--- config.mk ---
export PLATFORM = sky130hd
export DESIGN_NAME = wb_stage
export DESIGN_NICKNAME = d
export VERILOG_FILES = /design/src/rtl/wb_stage.sv
export SDC_FILE = /design/constraint.sdc
export NUM_CORES = 1
export LEC_CHECK = 0
export BUFFER_PORTS_ARGS = -buffer_cell sky130_fd_sc_hd__buf_2
export CAP_MARGIN = 20
export CELL_PAD_IN_SITES_DETAIL_PLACEMENT = 0
export CELL_PAD_IN_SITES_GLOBAL_PLACEMENT = 1
export CORE_MARGIN = 2
export CORE_UTILIZATION = 39
export CTS_CLUSTER_SIZE = 40
export DETAILED_ROUTE_END_ITERATION = 10
export GPL_ROUTABILITY_DRIVEN = 0
export PLACE_DENSITY_LB_ADDON = 0.15
export SYNTH_ARGS = -nofsm -noshare
export SYNTH_HDL_FRONTEND = slang
export SYNTH_SLANG_ARGS = --single-unit
--- constraint.sdc ---
create_clock -name i_clk -period 2 [get_ports i_clk]
set_input_delay 0 -clock i_clk [delete_from_list [all_inputs] [get_ports i_clk]]
set_output_delay 0 -clock i_clk [all_outputs]
set_load 0.1 [all_outputs]
--- src/rtl/wb_stage.sv ---
// Write-back stage: EXM/WB buffer, write-back mux, register-file write port,
// forwarding selects back into EXM, input-port synchronizer and registered output port.
module wb_stage (
   input  logic        i_clk,
   input  logic        i_reset,
   input  logic        i_stall,
   input  logic        i_flush,
   input  logic [2:0]  i_write_addr,
   input  logic [15:0] i_immediate,
   input  logic [15:0] i_memory_data,
   input  logic [15:0] i_ex_result,
   input  logic [1:0]  i_wb_selector,
   input  logic        i_write_back,
   input  logic        i_output_port,
   input  logic [15:0] i_output_data,
   input  logic [15:0] i_in_port,
   input  logic [2:0]  i_ex_rs,
   input  logic [2:0]  i_ex_rt,
   input  logic        i_ex_src1_used,
   input  logic        i_ex_src2_used,
   output logic        o_rf_write_en,
   output logic [2:0]  o_rf_write_addr,
   output logic [15:0] o_rf_write_data,
   output logic [15:0] o_data_wb,
   output logic        o_data1_forward,
   output logic        o_data2_forward,
   output logic [15:0] o_out_port,
   output logic        o_out_port_valid
);

   localparam int unsigned DATA_W = 16;
   localparam int unsigned ADDR_W = 3;
   localparam int unsigned SEL_W  = 2;

   localparam logic [SEL_W-1:0] SEL_EX  = 2'b00;
   localparam logic [SEL_W-1:0] SEL_MEM = 2'b01;
   localparam logic [SEL_W-1:0] SEL_IMM = 2'b10;

   typedef struct packed {
      logic [ADDR_W-1:0] write_addr;
      logic [DATA_W-1:0] immediate;
      logic [DATA_W-1:0] memory_data;
      logic [DATA_W-1:0] ex_result;
      logic [SEL_W-1:0]  wb_selector;
      logic              write_back;
   } wb_buf_t;

   wb_buf_t           buf_q;
   wb_buf_t           buf_d;
   logic [DATA_W-1:0] sync1_q;
   logic [DATA_W-1:0] sync2_q;
   logic [DATA_W-1:0] wb_data;
   logic              out_accept;

   // Buffer next value: flush beats stall, stall beats load.
   always_comb begin
      buf_d = buf_q;
      if (i_flush) begin
         buf_d = '0;
      end else if (!i_stall) begin
         buf_d.write_addr  = i_write_addr;
         buf_d.immediate   = i_immediate;
         buf_d.memory_data = i_memory_data;
         buf_d.ex_result   = i_ex_result;
         buf_d.wb_selector = i_wb_selector;
         buf_d.write_back  = i_write_back;
      end
   end

   always_ff @(posedge i_clk or negedge i_reset) begin
      if (!i_reset) begin
         buf_q <= '0;
      end else begin
         buf_q <= buf_d;
      end
   end

   // Two-flop synchronizer on the asynchronous input port; ignores stall.
   always_ff @(posedge i_clk or negedge i_reset) begin
      if (!i_reset) begin
         sync1_q <= '0;
         sync2_q <= '0;
      end else begin
         sync1_q <= i_in_port;
         sync2_q <= sync1_q;
      end
   end

   always_comb begin
      wb_data = sync2_q;
      case (buf_q.wb_selector)
         SEL_EX:  wb_data = buf_q.ex_result;
         SEL_MEM: wb_data = buf_q.memory_data;
         SEL_IMM: wb_data = buf_q.immediate;
         default: wb_data = sync2_q;
      endcase
   end

   assign o_rf_write_en   = buf_q.write_back;
   assign o_rf_write_addr = buf_q.write_addr;
   assign o_rf_write_data = wb_data;
   assign o_data_wb       = wb_data;

   // Register 0 is forwarded like any other register.
   assign o_data1_forward = buf_q.write_back & (buf_q.write_addr == i_ex_rs) & i_ex_src1_used;
   assign o_data2_forward = buf_q.write_back & (buf_q.write_addr == i_ex_rt) & i_ex_src2_used;

   // An OUT is taken only on the edge where it leaves EXM, so a stalled OUT strobes once.
   assign out_accept = i_output_port & ~i_stall & ~i_flush;

   always_ff @(posedge i_clk or negedge i_reset) begin
      if (!i_reset) begin
         o_out_port       <= '0;
         o_out_port_valid <= 1'b0;
      end else begin
         o_out_port_valid <= out_accept;
         if (out_accept) begin
            o_out_port <= i_output_data;
         end
      end
   end

endmodule

* Word level (Yosys, flattened, before mapping)
Cells that the tools add are included.
** Operators by class
- Muxes and demuxes :: 3
- Eq/ne operators :: 5
- Bitwise logic cells :: 8
- Reductions and logical operators :: 1
** Operators by type and width (number)
- $mux W54 :: 2
- $pmux W16 S3 :: 1
- $and A1 B1 Y1 :: 6
- $eq A3 B3 Y1 :: 2
- $eq A2 B1 Y1 const B :: 1
- $eq A2 B2 Y1 const B :: 1
- $logic_not A2 Y1 :: 1
- $ne A2 B1 Y1 const B :: 1
- $not A1 Y1 :: 2
** Storage, ports and cells
- Bits in registers :: 103
- Word-level logic and storage cells :: 27
- Output and inout bits :: 55
- Input bits :: 99

* Depth between registers and ports, before layout
Gate-level depths: netlist of the first run.
- Depth in word-level cells :: 3
- Mapped depth :: 4
- Mapped depth without buffers :: 2

* Worst setup path after synthesis of the first run
OpenSTA, ideal clock, no wires.
- Path kind :: register -> output
- Start point :: reg buf_q, in the netlist o_rf_write_en
- End point :: out o_data1_forward
- Stages on the path, launching flop included :: 3
- Path slack :: -1937 ps
- Buffers on the path :: 0
- Required time :: 2000 ps
- Arrival time :: 3937 ps
- Cells stage by stage :: dfrtp_1 > nand2_1 > nor4_1
** Between the ends
- Cells in the longest elaborated chain, start to end :: 2
** RTL lines
- from (decl) :: line 48 : wb_buf_t buf_q;
- from (signal assigned) :: line 74 : buf_q <= buf_d;
- $and A1 B1 Y1 (2 in a row) :: line 105 : assign o_data1_forward = buf_q.write_back & (buf_q.write_addr == i_ex_rs) & i_ex_src1_used;
- to (decl) :: line 25 : output logic o_data1_forward,
No other way between the ends.

* Final worst setup path of the first run
- Start point :: reg buf_q[1] in the netlist's numbering
- End point :: out o_rf_write_data[9]
** Between the ends
- Cells in the longest elaborated chain, start to end :: 2
- Elaborated cells between the ends (all ways) :: 4
- Those cells by class :: eq/ne: 2; mux: 1; reduce/logical: 1
** RTL lines
- $eq A2 B2 Y1, or another cell as far along :: line 91 : case (buf_q.wb_selector)
- $pmux W16 S3 * :: line 91
- to (decl) :: line 23 : output logic [15:0] o_rf_write_data,
Every way passes the cells marked *; elsewhere a longest branch is shown, timed or not.

==> flow_summary.json, run 1 <==
{
  "synth_cells": 290,
  "cp.arrival_ns": 1.87,
  "yosys.area.top_type": "dfrtp_1",
  "hold_viol": 0,
  "p_int_mw": 3.14,
  "syn_nets": 389,
  "r2r_slack_ns": 0.92,
  "finalCriticalPeriod_ns": 1.87,
  "r2r_cells": 3,
  "syn_avg_cell_area_sq_um": 14.6,
  "power_switching_mw": 2.01,
  "relSlewSlack_pct": 58.1,
  "required_ns": 2.00,
  "final_nets": 612,
  "yosysMostFrequentCell": "dfrtp_1",
  "post-place-ws_ns": 0.509,
  "min_path_cells": 3,
  "clock.fmax_mhz": 535,
  "fillers": 908,
  "seq_area_sq_mm": 0.00258,
  "power_density_mw_per_mm2": 846,
  "worst-path-max-fanout": 11,
  "drive_gt1_share_pct": 41.0,
  "fin_setup_tns_ns": 0,
  "p_clk_share_pct": 21.8,
  "timing.rr.start": "buf_q[2]",
  "rsz0062_at_grt": "no",
  "first_pass_iters": 4,
  "n_antenna_cell": 0,
  "setup.worst_path.class": "reg -> out",
  "core_sq_mm": 0.0107,
  "grt_max_degree": 55,
  "synth_edf_count": 0,
  "drv_slew": 0,
  "cts_setup_buffers": 0,
  "drv_cap": 0,
  "track_usage_pct": 17.1,
  "async_flop_share_pct": 100,
  "drt_wl_total_um": 9490,
  "p_total_mw": 5.15,
  "h-tree-depth": 3,
  "cts_buffers": 9,
  "hp-start": "i_flush",
  "ys_warn_count": 0,
  "crit_path_end_kind": "output port",
  "status": "finished, final reports clean",
  "worst_pin_slew_ns": 0.628,
  "cts.sinks": 103,
  "grt_antenna_before_repair": 0,
  "dieWidth_um": 108,
  "io-pin-count": 154,
  "netlist_area_sq_mm": 0.00423,
  "grt_remaining_overflow": 0,
  "yosys-top-cells-count": "dfrtp_1, mux2i_1, nor2_1",
  "clk_latency_ns": 0.36,
  "layout_setup_ws_ns": 0.130,
  "multi_input_area_sq_mm": 0.00144,
  "area_delta_synth_final_pct": 44.2,
  "die_h_um": 108,
  "setup_viol": 0,
  "rows": 38,
  "whs_endpoint": "o_out_port_valid",
  "ys_seq_area_share_pct": 61.0,
  "fin_util_pct": 57.0,
  "worstReg2RegEnd": "buf_q[2]",
  "cts_root_buf": "clkbuf_8",
  "dp_hpwl_um": 5970,
  "hold_class": "in -> reg",
  "p_leak_nw": 3.09,
  "vias_per_cell": 4.47,
  "ys_types": 15,
  "ant_nets": 0,
  "ys_seq_elements": 103,
  "wl_per_cell_um": 14.4,
  "switching_share_pct": 39.0,
  "ir_drop_mv": 0.637,
  "combPwrFrac_pct": 33.3,
  "finalCritPeriodShare_pct": 93.5,
  "cts_tree": "built",
  "yosysTopAreaCellShare_pct": 61.0,
  "cts.clk_slew.worst_paths_ns": 0.09,
  "vias": 2938,
  "drt_iter0_drc": 127,
  "die_area_sq_mm": 0.0117,
  "portBuffers": 153,
  "start_util_pct": 39.5,
  "p_seq_share_pct": 44.9,
  "synthFlopType": "dfrtp_1",
  "hold_ws_ns": 0.0881,
  "cts_buffer_depth": 2,
  "start_kind": "register",
  "finalClockSkew_ns": 0.00733,
  "netlist_top_cells_area": "dfrtp_1, mux2i_1, mux4_2, nor2_1, buf_4",
  "grt_pass1_vias": 3109,
  "grt_pass1_wl_um": 15400,
  "drc_errors": 0
}
stage by stage:
stage / cell area, sq um / instances
2_1_floorplan: 4260 / 290
3_3_place_gp: 5060 / 555
3_5_place_dp: 5060 / 555
4_1_cts: 6090 / 657
5_1_grt: 6090 / 657
6_report: 6090 / 657
layout make-up:
type                            instances  share of cell area, %
Multi-Input combinational cell        151                   23.6
Clock inverter                          6                  0.636
Tap cell                              140                   2.87
Clock buffer                            9                   2.03
Timing Repair Buffer                  248                   28.5
Sequential cell                       103                   42.3
critical path, cell delays in order (launching register included):
cell,delay (ns)
dfrtp_1,0.36
buf_4,0.27
mux4_2,0.56
buf_2,0.31
sequential cells by signal, indices dropped and copies added, names as in the netlist:
register and cells:
o_out_port_valid 1, o_rf_write_addr 3, sync2_q 16, buf_q 50, o_out_port 16, o_rf_write_en 1
sync1_q 16
worst max-delay path by stage:
| stage | to | slack (ns) | startpoint | depth (start not counted) |
|---|---|---|---|---|
| CTS | o_rf_write_data[13] | 0.11 | buf_q[1] | 3 |
| global placement | o_rf_write_data[13] | 0.53 | buf_q[1] | 3 |
| detailed placement | o_rf_write_data[13] | 0.51 | buf_q[1] | 3 |
| global route | o_rf_write_data[9] | 0.03 | buf_q[1] | 3 |
| finish | o_rf_write_data[9] | 0.13 | buf_q[1] | 3 |
| floorplan | o_rf_write_data[10] | 0.09 | buf_q[1] | 4 |
power groups by stage:
| stage | sequential, mW | combinational (mW) | clock, mW |
|---|---|---|---|
| 3_5_place_dp | 2.36 | 1.59 | 0 |
| 3_3_place_gp | 2.35 | 1.58 | 0 |
| 5_1_grt | 2.34 | 1.79 | 1.27 |
| 4_1_cts | 2.32 | 1.72 | 1.18 |
| 2_1_floorplan | 2.80 | 0.846 | 0 |
| 6_report | 2.32 | 1.71 | 1.12 |
cells in the final DEF, fill, tap and decap left out:
cell / instances
buf_12: 3
buf_2: 151
buf_4: 7
clkbuf_8: 9
clkinv_2: 3
clkinv_4: 1
clkinvlp_4: 2
dfrtp_1: 102
dfrtp_2: 1
dlygate4sd3_1: 87
mux2_2: 7
mux2_4: 9
mux2i_1: 54
mux4_2: 16
nand2_1: 2
nor2_1: 54
nor3b_4: 1
nor4_4: 2
xor2_1: 6
kinds of logic after synthesis:
group         Yosys count  synth area share (%)
flops                 103                  61.0
mux                    86                  26.4
xor+xnor                6                  1.24
simple gates           59                  5.71
buf+inv                36                  5.71
routing by layer:
metal  routed length (um)  vias to the layer above  global-route usage [%]
met3                  454                        9                    4.16
met5                    0                        -                       0
met1                 4210                     1427                    22.7
met4                   97                        0                    4.67
li1                     -                     1417                       -
met2                 4730                       85                    28.4
timing repair:
action                     4_1_cts  5_1_grt
gates resized for setup          0        0
hold buffers                    87        0
hold endpoints to repair       122        0
setup endpoints to repair        0        0
(Power assumes the default switching activity.)
==> inputs of run 2 (changes only) <==
--- a/config.mk
+++ b/config.mk
@@ -14,7 +14,7 @@
 export CTS_CLUSTER_SIZE = 40
 export DETAILED_ROUTE_END_ITERATION = 10
 export GPL_ROUTABILITY_DRIVEN = 0
-export PLACE_DENSITY_LB_ADDON = 0.15
+export PLACE_DENSITY_LB_ADDON = 0.12
 export SYNTH_ARGS = -nofsm -noshare
 export SYNTH_HDL_FRONTEND = slang
 export SYNTH_SLANG_ARGS = --single-unit
==> run 2 against run 1 <==
Compared with the run above:
- setup slack got worse by 0.012 ns
- critical path type unchanged
- routed wire length increased by 0.52%
- clock power grew 11%
- critical path depth is the same
==> flow_summary.json, run 2 (synthesis results as in run 1) <==
{
  "hold_class": "in -> reg",
  "cts_buffers": 9,
  "drive_gt1_share_pct": 40.8,
  "cts.clk_slew.worst_paths_ns": 0.11,
  "clk_latency_ns": 0.36,
  "ant_nets": 0,
  "n_antenna_cell": 0,
  "r2r_cells": 3,
  "cts_buffer_depth": 2,
  "dp_hpwl_um": 6100,
  "cts_resized": 0,
  "cts_root_buf": "clkbuf_8",
  "grt_pass1_vias": 3186,
  "hp-start": "i_flush",
  "worst_pin_slew_ns": 0.647,
  "placed_area_sq_mm": 0.00507,
  "largest_register_ffs": 50,
  "status": "finished, final reports clean",
  "whs_endpoint": "o_out_port_valid",
  "grt_max_degree": 55,
  "fin_area_sq_mm": 0.00612,
  "timing.rr.start": "buf_q[1]",
  "vias_per_cell": 4.48,
  "required_ns": 2.00,
  "cts_tree": "built",
  "power_density_mw_per_mm2": 860,
  "min_path_cells": 3,
  "layout_commonest_cell": "buf_2",
  "final_nets": 613,
  "rsz0062_at_grt": "no",
  "slowest_stage": "mux4_2",
  "p_leak_nw": 3.10,
  "track_usage_pct": 16.9,
  "hold_ws_ns": 0.0789,
  "crit_path_end_kind": "output port",
  "fillers": 943,
  "fin_setup_tns_ns": 0,
  "die_h_um": 108,
  "mostFrequentLayoutCells": "buf_2, dfrtp_1, dlygate4sd3_1",
  "clock.fmax_mhz": 531,
  "area_delta_synth_final_pct": 44.8,
  "crit_family": "buffers and inverters",
  "drv_cap": 0,
  "slowest_delay_ns": 0.57,
  "io-pin-count": 154,
  "regMostFlops": "buf_q",
  "core_sq_mm": 0.0107,
  "setup.worst_path.class": "reg -> out",
  "cts.sinks": 103,
  "critical_path_buf_inv_count": 2,
  "fin_util_pct": 57.2,
  "start_util_pct": 39.5,
  "h-tree-depth": 3,
  "first_pass_iters": 4,
  "start_kind": "register",
  "drt_iter0_drc": 82,
  "hold_viol": 0,
  "drt_wl_total_um": 9540,
  "grt_antenna_before_repair": 0,
  "die_area_sq_mm": 0.0117,
  "finalCriticalPeriod_ns": 1.88,
  "rows": 38,
  "worst-path-max-fanout": 11,
  "relSlewSlack_pct": 56.8,
  "r2r_slack_ns": 1.06,
  "wl_per_cell_um": 14.5,
  "grt_pass1_wl_um": 15300,
  "grt_remaining_overflow": 0,
  "cp.arrival_ns": 1.88,
  "p_total_mw": 5.26,
  "worstReg2RegEnd": "buf_q[1]",
  "finalClockSkew_ns": 0.00616,
  "finalCritPeriodShare_pct": 94.1,
  "worstPathCellList": "buf_4 > mux4_2 > buf_2",
  "dieWidth_um": 108,
  "ir_drop_mv": 0.635,
  "drv_slew": 0,
  "drc_errors": 0,
  "vias": 2953,
  "setup_viol": 0,
  "portBuffers": 153
}
## run 2: cell types whose count changed in the layout (fill, tap and decap cells not counted), sizes merged
| cell | delta |
|---|---|
| inv | +3 |
| clkbuf | +3 |
| clkinv | -4 |
| buf | +1 |
| clkinvlp | -1 |
## run 2: worst max path at each step
stage	to	start	slack (ns)	cells after the start
final	o_data_wb[8]	buf_q[1]	0.12	3
after global placement	o_rf_write_data[12]	buf_q[1]	0.53	3
after detailed placement	o_rf_write_data[12]	buf_q[1]	0.50	3
after floorplan	o_rf_write_data[10]	buf_q[1]	0.09	4
after global routing	o_data_wb[8]	buf_q[1]	0.03	3
after CTS	o_rf_write_data[12]	buf_q[1]	0.08	3
## run 2: repair_timing
item                                   4_1_cts  5_1_grt
buffers inserted                             0        0
endpoints found under the hold margin      132        0
hold buffers                                87        0
## run 2: per-layer routing
layer	part of all wire, %	GRT usage, %
met5	0	0
met4	1.1	5.49
met3	4.1	2.65
met2	50	29.6
met1	45	21.5
## run 2: final cells by class
class | instances | area (sq um) | area share, %
Clock buffer | 12 | 145 | 2.37
Clock inverter | 4 | 36.3 | 0.593
Multi-Input combinational cell | 151 | 1440 | 23.5
Sequential cell | 103 | 2580 | 42.1
Tap cell | 140 | 175 | 2.86
Timing Repair Buffer | 249 | 1750 | 28.5
## run 2: metrics by stage
step | cells | setup WS [ns]
final | 659 | 0.118
after global routing | 659 | 0.0321
after CTS | 659 | 0.0840
after detailed placement | 556 | 0.499
after global placement | 556 | 0.534
after floorplan | 290 | 0.0885
## run 2: power by group
group          internal, mW  leakage (nW)  switching, mW
clock network         0.507        0.0895          0.728
registers              2.24          1.29         0.0793
logic                 0.467          1.72           1.24
total                  3.21          3.10           2.05
## run 2: worst register-to-register path: cells and delay by family (launching register included)
kind | cells | cell delay (ns)
AND/OR/NAND/NOR | 1 | 0.05
flip-flops | 1 | 0.40
multiplexers | 1 | 0.15
buffers and inverters | 1 | 0.22
==> inputs of run 3 (changes only) <==
--- a/config.mk
+++ b/config.mk
@@ -11,9 +11,11 @@
 export CELL_PAD_IN_SITES_GLOBAL_PLACEMENT = 1
 export CORE_MARGIN = 2
 export CORE_UTILIZATION = 39
+export CTS_BUF_LIST = sky130_fd_sc_hd__clkbuf_8 sky130_fd_sc_hd__clkbuf_16
 export CTS_CLUSTER_SIZE = 40
 export DETAILED_ROUTE_END_ITERATION = 10
 export GPL_ROUTABILITY_DRIVEN = 0
+export GPL_TIMING_DRIVEN = 1
 export PLACE_DENSITY_LB_ADDON = 0.12
 export SYNTH_ARGS = -nofsm -noshare
 export SYNTH_HDL_FRONTEND = slang
==> run 3 against run 2 <==
Compared with the run above:
- via count about the same
- worst hold slack worse by 0.0024 ns
- core utilization unchanged
- critical path type unchanged
- setup slack worse by 0.0018 ns
- routed wire length down 0.14%
- first-iteration DRC count down 2.4%
- clock skew down 0.00057 ns
==> flow_summary.json, run 3 (synthesis results as in run 1) <==
{
  "cts_tree": "built",
  "rows": 38,
  "power_density_mw_per_mm2": 857,
  "finalClockSkew_ns": 0.00559,
  "final_nets": 613,
  "fin_area_sq_mm": 0.00612,
  "grt_pass1_wl_um": 15300,
  "finalCriticalPeriod_ns": 1.88,
  "first_pass_iters": 4,
  "slowest_stage": "mux4_2",
  "wl_per_cell_um": 14.5,
  "largest_register_ffs": 50,
  "cts.sinks": 103,
  "area_delta_synth_final_pct": 44.8,
  "die_area_sq_mm": 0.0117,
  "placed_area_sq_mm": 0.00507,
  "stdcell_count": 659,
  "ant_nets": 0,
  "cp.arrival_ns": 1.88,
  "cts_buffer_depth": 2,
  "required_ns": 2.00,
  "vias": 2954,
  "fin_setup_tns_ns": 0,
  "drt_iter0_drc": 80,
  "vias_per_cell": 4.48,
  "cts_root_buf": "clkbuf_8",
  "hold_class": "in -> reg",
  "setup.worst_path.class": "reg -> out",
  "worstPathCellList": "buf_4 > mux4_2 > buf_2",
  "cts_buffers": 9,
  "p_leak_nw": 3.11,
  "grt_max_degree": 55,
  "die_h_um": 108,
  "n_antenna_cell": 0,
  "crit_path_end_kind": "output port",
  "clk_latency_ns": 0.36,
  "drive_gt1_share_pct": 40.8,
  "cts.clk_slew.worst_paths_ns": 0.10,
  "dpl.cell_count": 556,
  "track_usage_pct": 16.9,
  "status": "finished, final reports clean",
  "cts_resized": 0,
  "ir_drop_mv": 0.635,
  "clock.fmax_mhz": 531,
  "dp_hpwl_um": 6100,
  "drt_wl_total_um": 9530,
  "relSlewSlack_pct": 56.8,
  "start_kind": "register",
  "worst_pin_slew_ns": 0.648,
  "drv_slew": 0,
  "critical_path_buf_inv_count": 2,
  "drv_cap": 0,
  "regMostFlops": "buf_q",
  "worst-path-max-fanout": 11,
  "rsz0062_at_grt": "no",
  "fin_util_pct": 57.2,
  "grt_antenna_before_repair": 0,
  "p_total_mw": 5.25,
  "grt_pass1_vias": 3186,
  "portBuffers": 153,
  "dieWidth_um": 108,
  "crit_family": "buffers and inverters",
  "slowest_delay_ns": 0.57,
  "setup_viol": 0,
  "core_sq_mm": 0.0107,
  "drc_errors": 0,
  "grt_remaining_overflow": 0,
  "mostFrequentLayoutCells": "buf_2, dfrtp_1, dlygate4sd3_1",
  "start_util_pct": 39.5,
  "finalCritPeriodShare_pct": 94.2,
  "hold_viol": 0,
  "io-pin-count": 154,
  "layout_commonest_cell": "buf_2",
  "h-tree-depth": 3
}
run 3: repair_timing:
item / in CTS / in global routing
hold buffers: 87 / 0
setup buffers: 0 / 0
hold endpoints to repair: 132 / 0
run 3: path summary, 6_finish.rpt:
check / startpoint / end / slack, ns / cells past startpoint
max in group asynchronous: i_reset / buf_q[33] / 1.21 / 3
min in group asynchronous: i_reset / buf_q[18] / 0.20 / 2
worst max register to register: buf_q[1] / buf_q[1] / 1.06 / 3
worst min-delay path: i_flush / o_out_port_valid / 0.08 / 3
worst min register to register: sync1_q[7] / sync2_q[7] / 0.35 / 0
worst max-delay path: buf_q[1] / o_data_wb[8] / 0.12 / 3
run 3: power breakdown:
group | switching [mW] | internal [mW]
Clock | 0.724 | 0.497
Sequential | 0.0794 | 2.24
Combinational | 1.24 | 0.467
Total | 2.05 | 3.20
run 3: area by class of cell:
class / count / area, sq um
Fill cell: 943 / 4580
Sequential cell: 103 / 2580
Timing Repair Buffer: 249 / 1750
Multi-Input combinational cell: 151 / 1440
Tap cell: 140 / 175
Clock buffer: 10 / 138
Clock inverter: 6 / 43.8
run 3: stage by stage:
stage | hold WS, ns | worst slack [ns]
6_report | 0.0765 | 0.116
5_1_grt | 0.0710 | 0.0321
4_1_cts | 0.0587 | 0.0840
3_5_place_dp | 0.0683 | 0.499
3_3_place_gp | 0.0615 | 0.534
2_1_floorplan | -0.296 | 0.0885
run 3: worst reg2reg max path, cell delays in order, from the launching register on:
cell	delay (ns)
dfrtp_1	0.40
buf_4	0.22
mux2i_1	0.15
nor2_1	0.05
run 3: per-layer routing:
layer  global-route usage [%]  vias up  wire, um
met2                     29.6       81      4770
met1                     21.5     1446      4240
met3                     2.65        9       399
li1                         -     1418         -
met5                        0        -         0
met4                     5.49        0       114
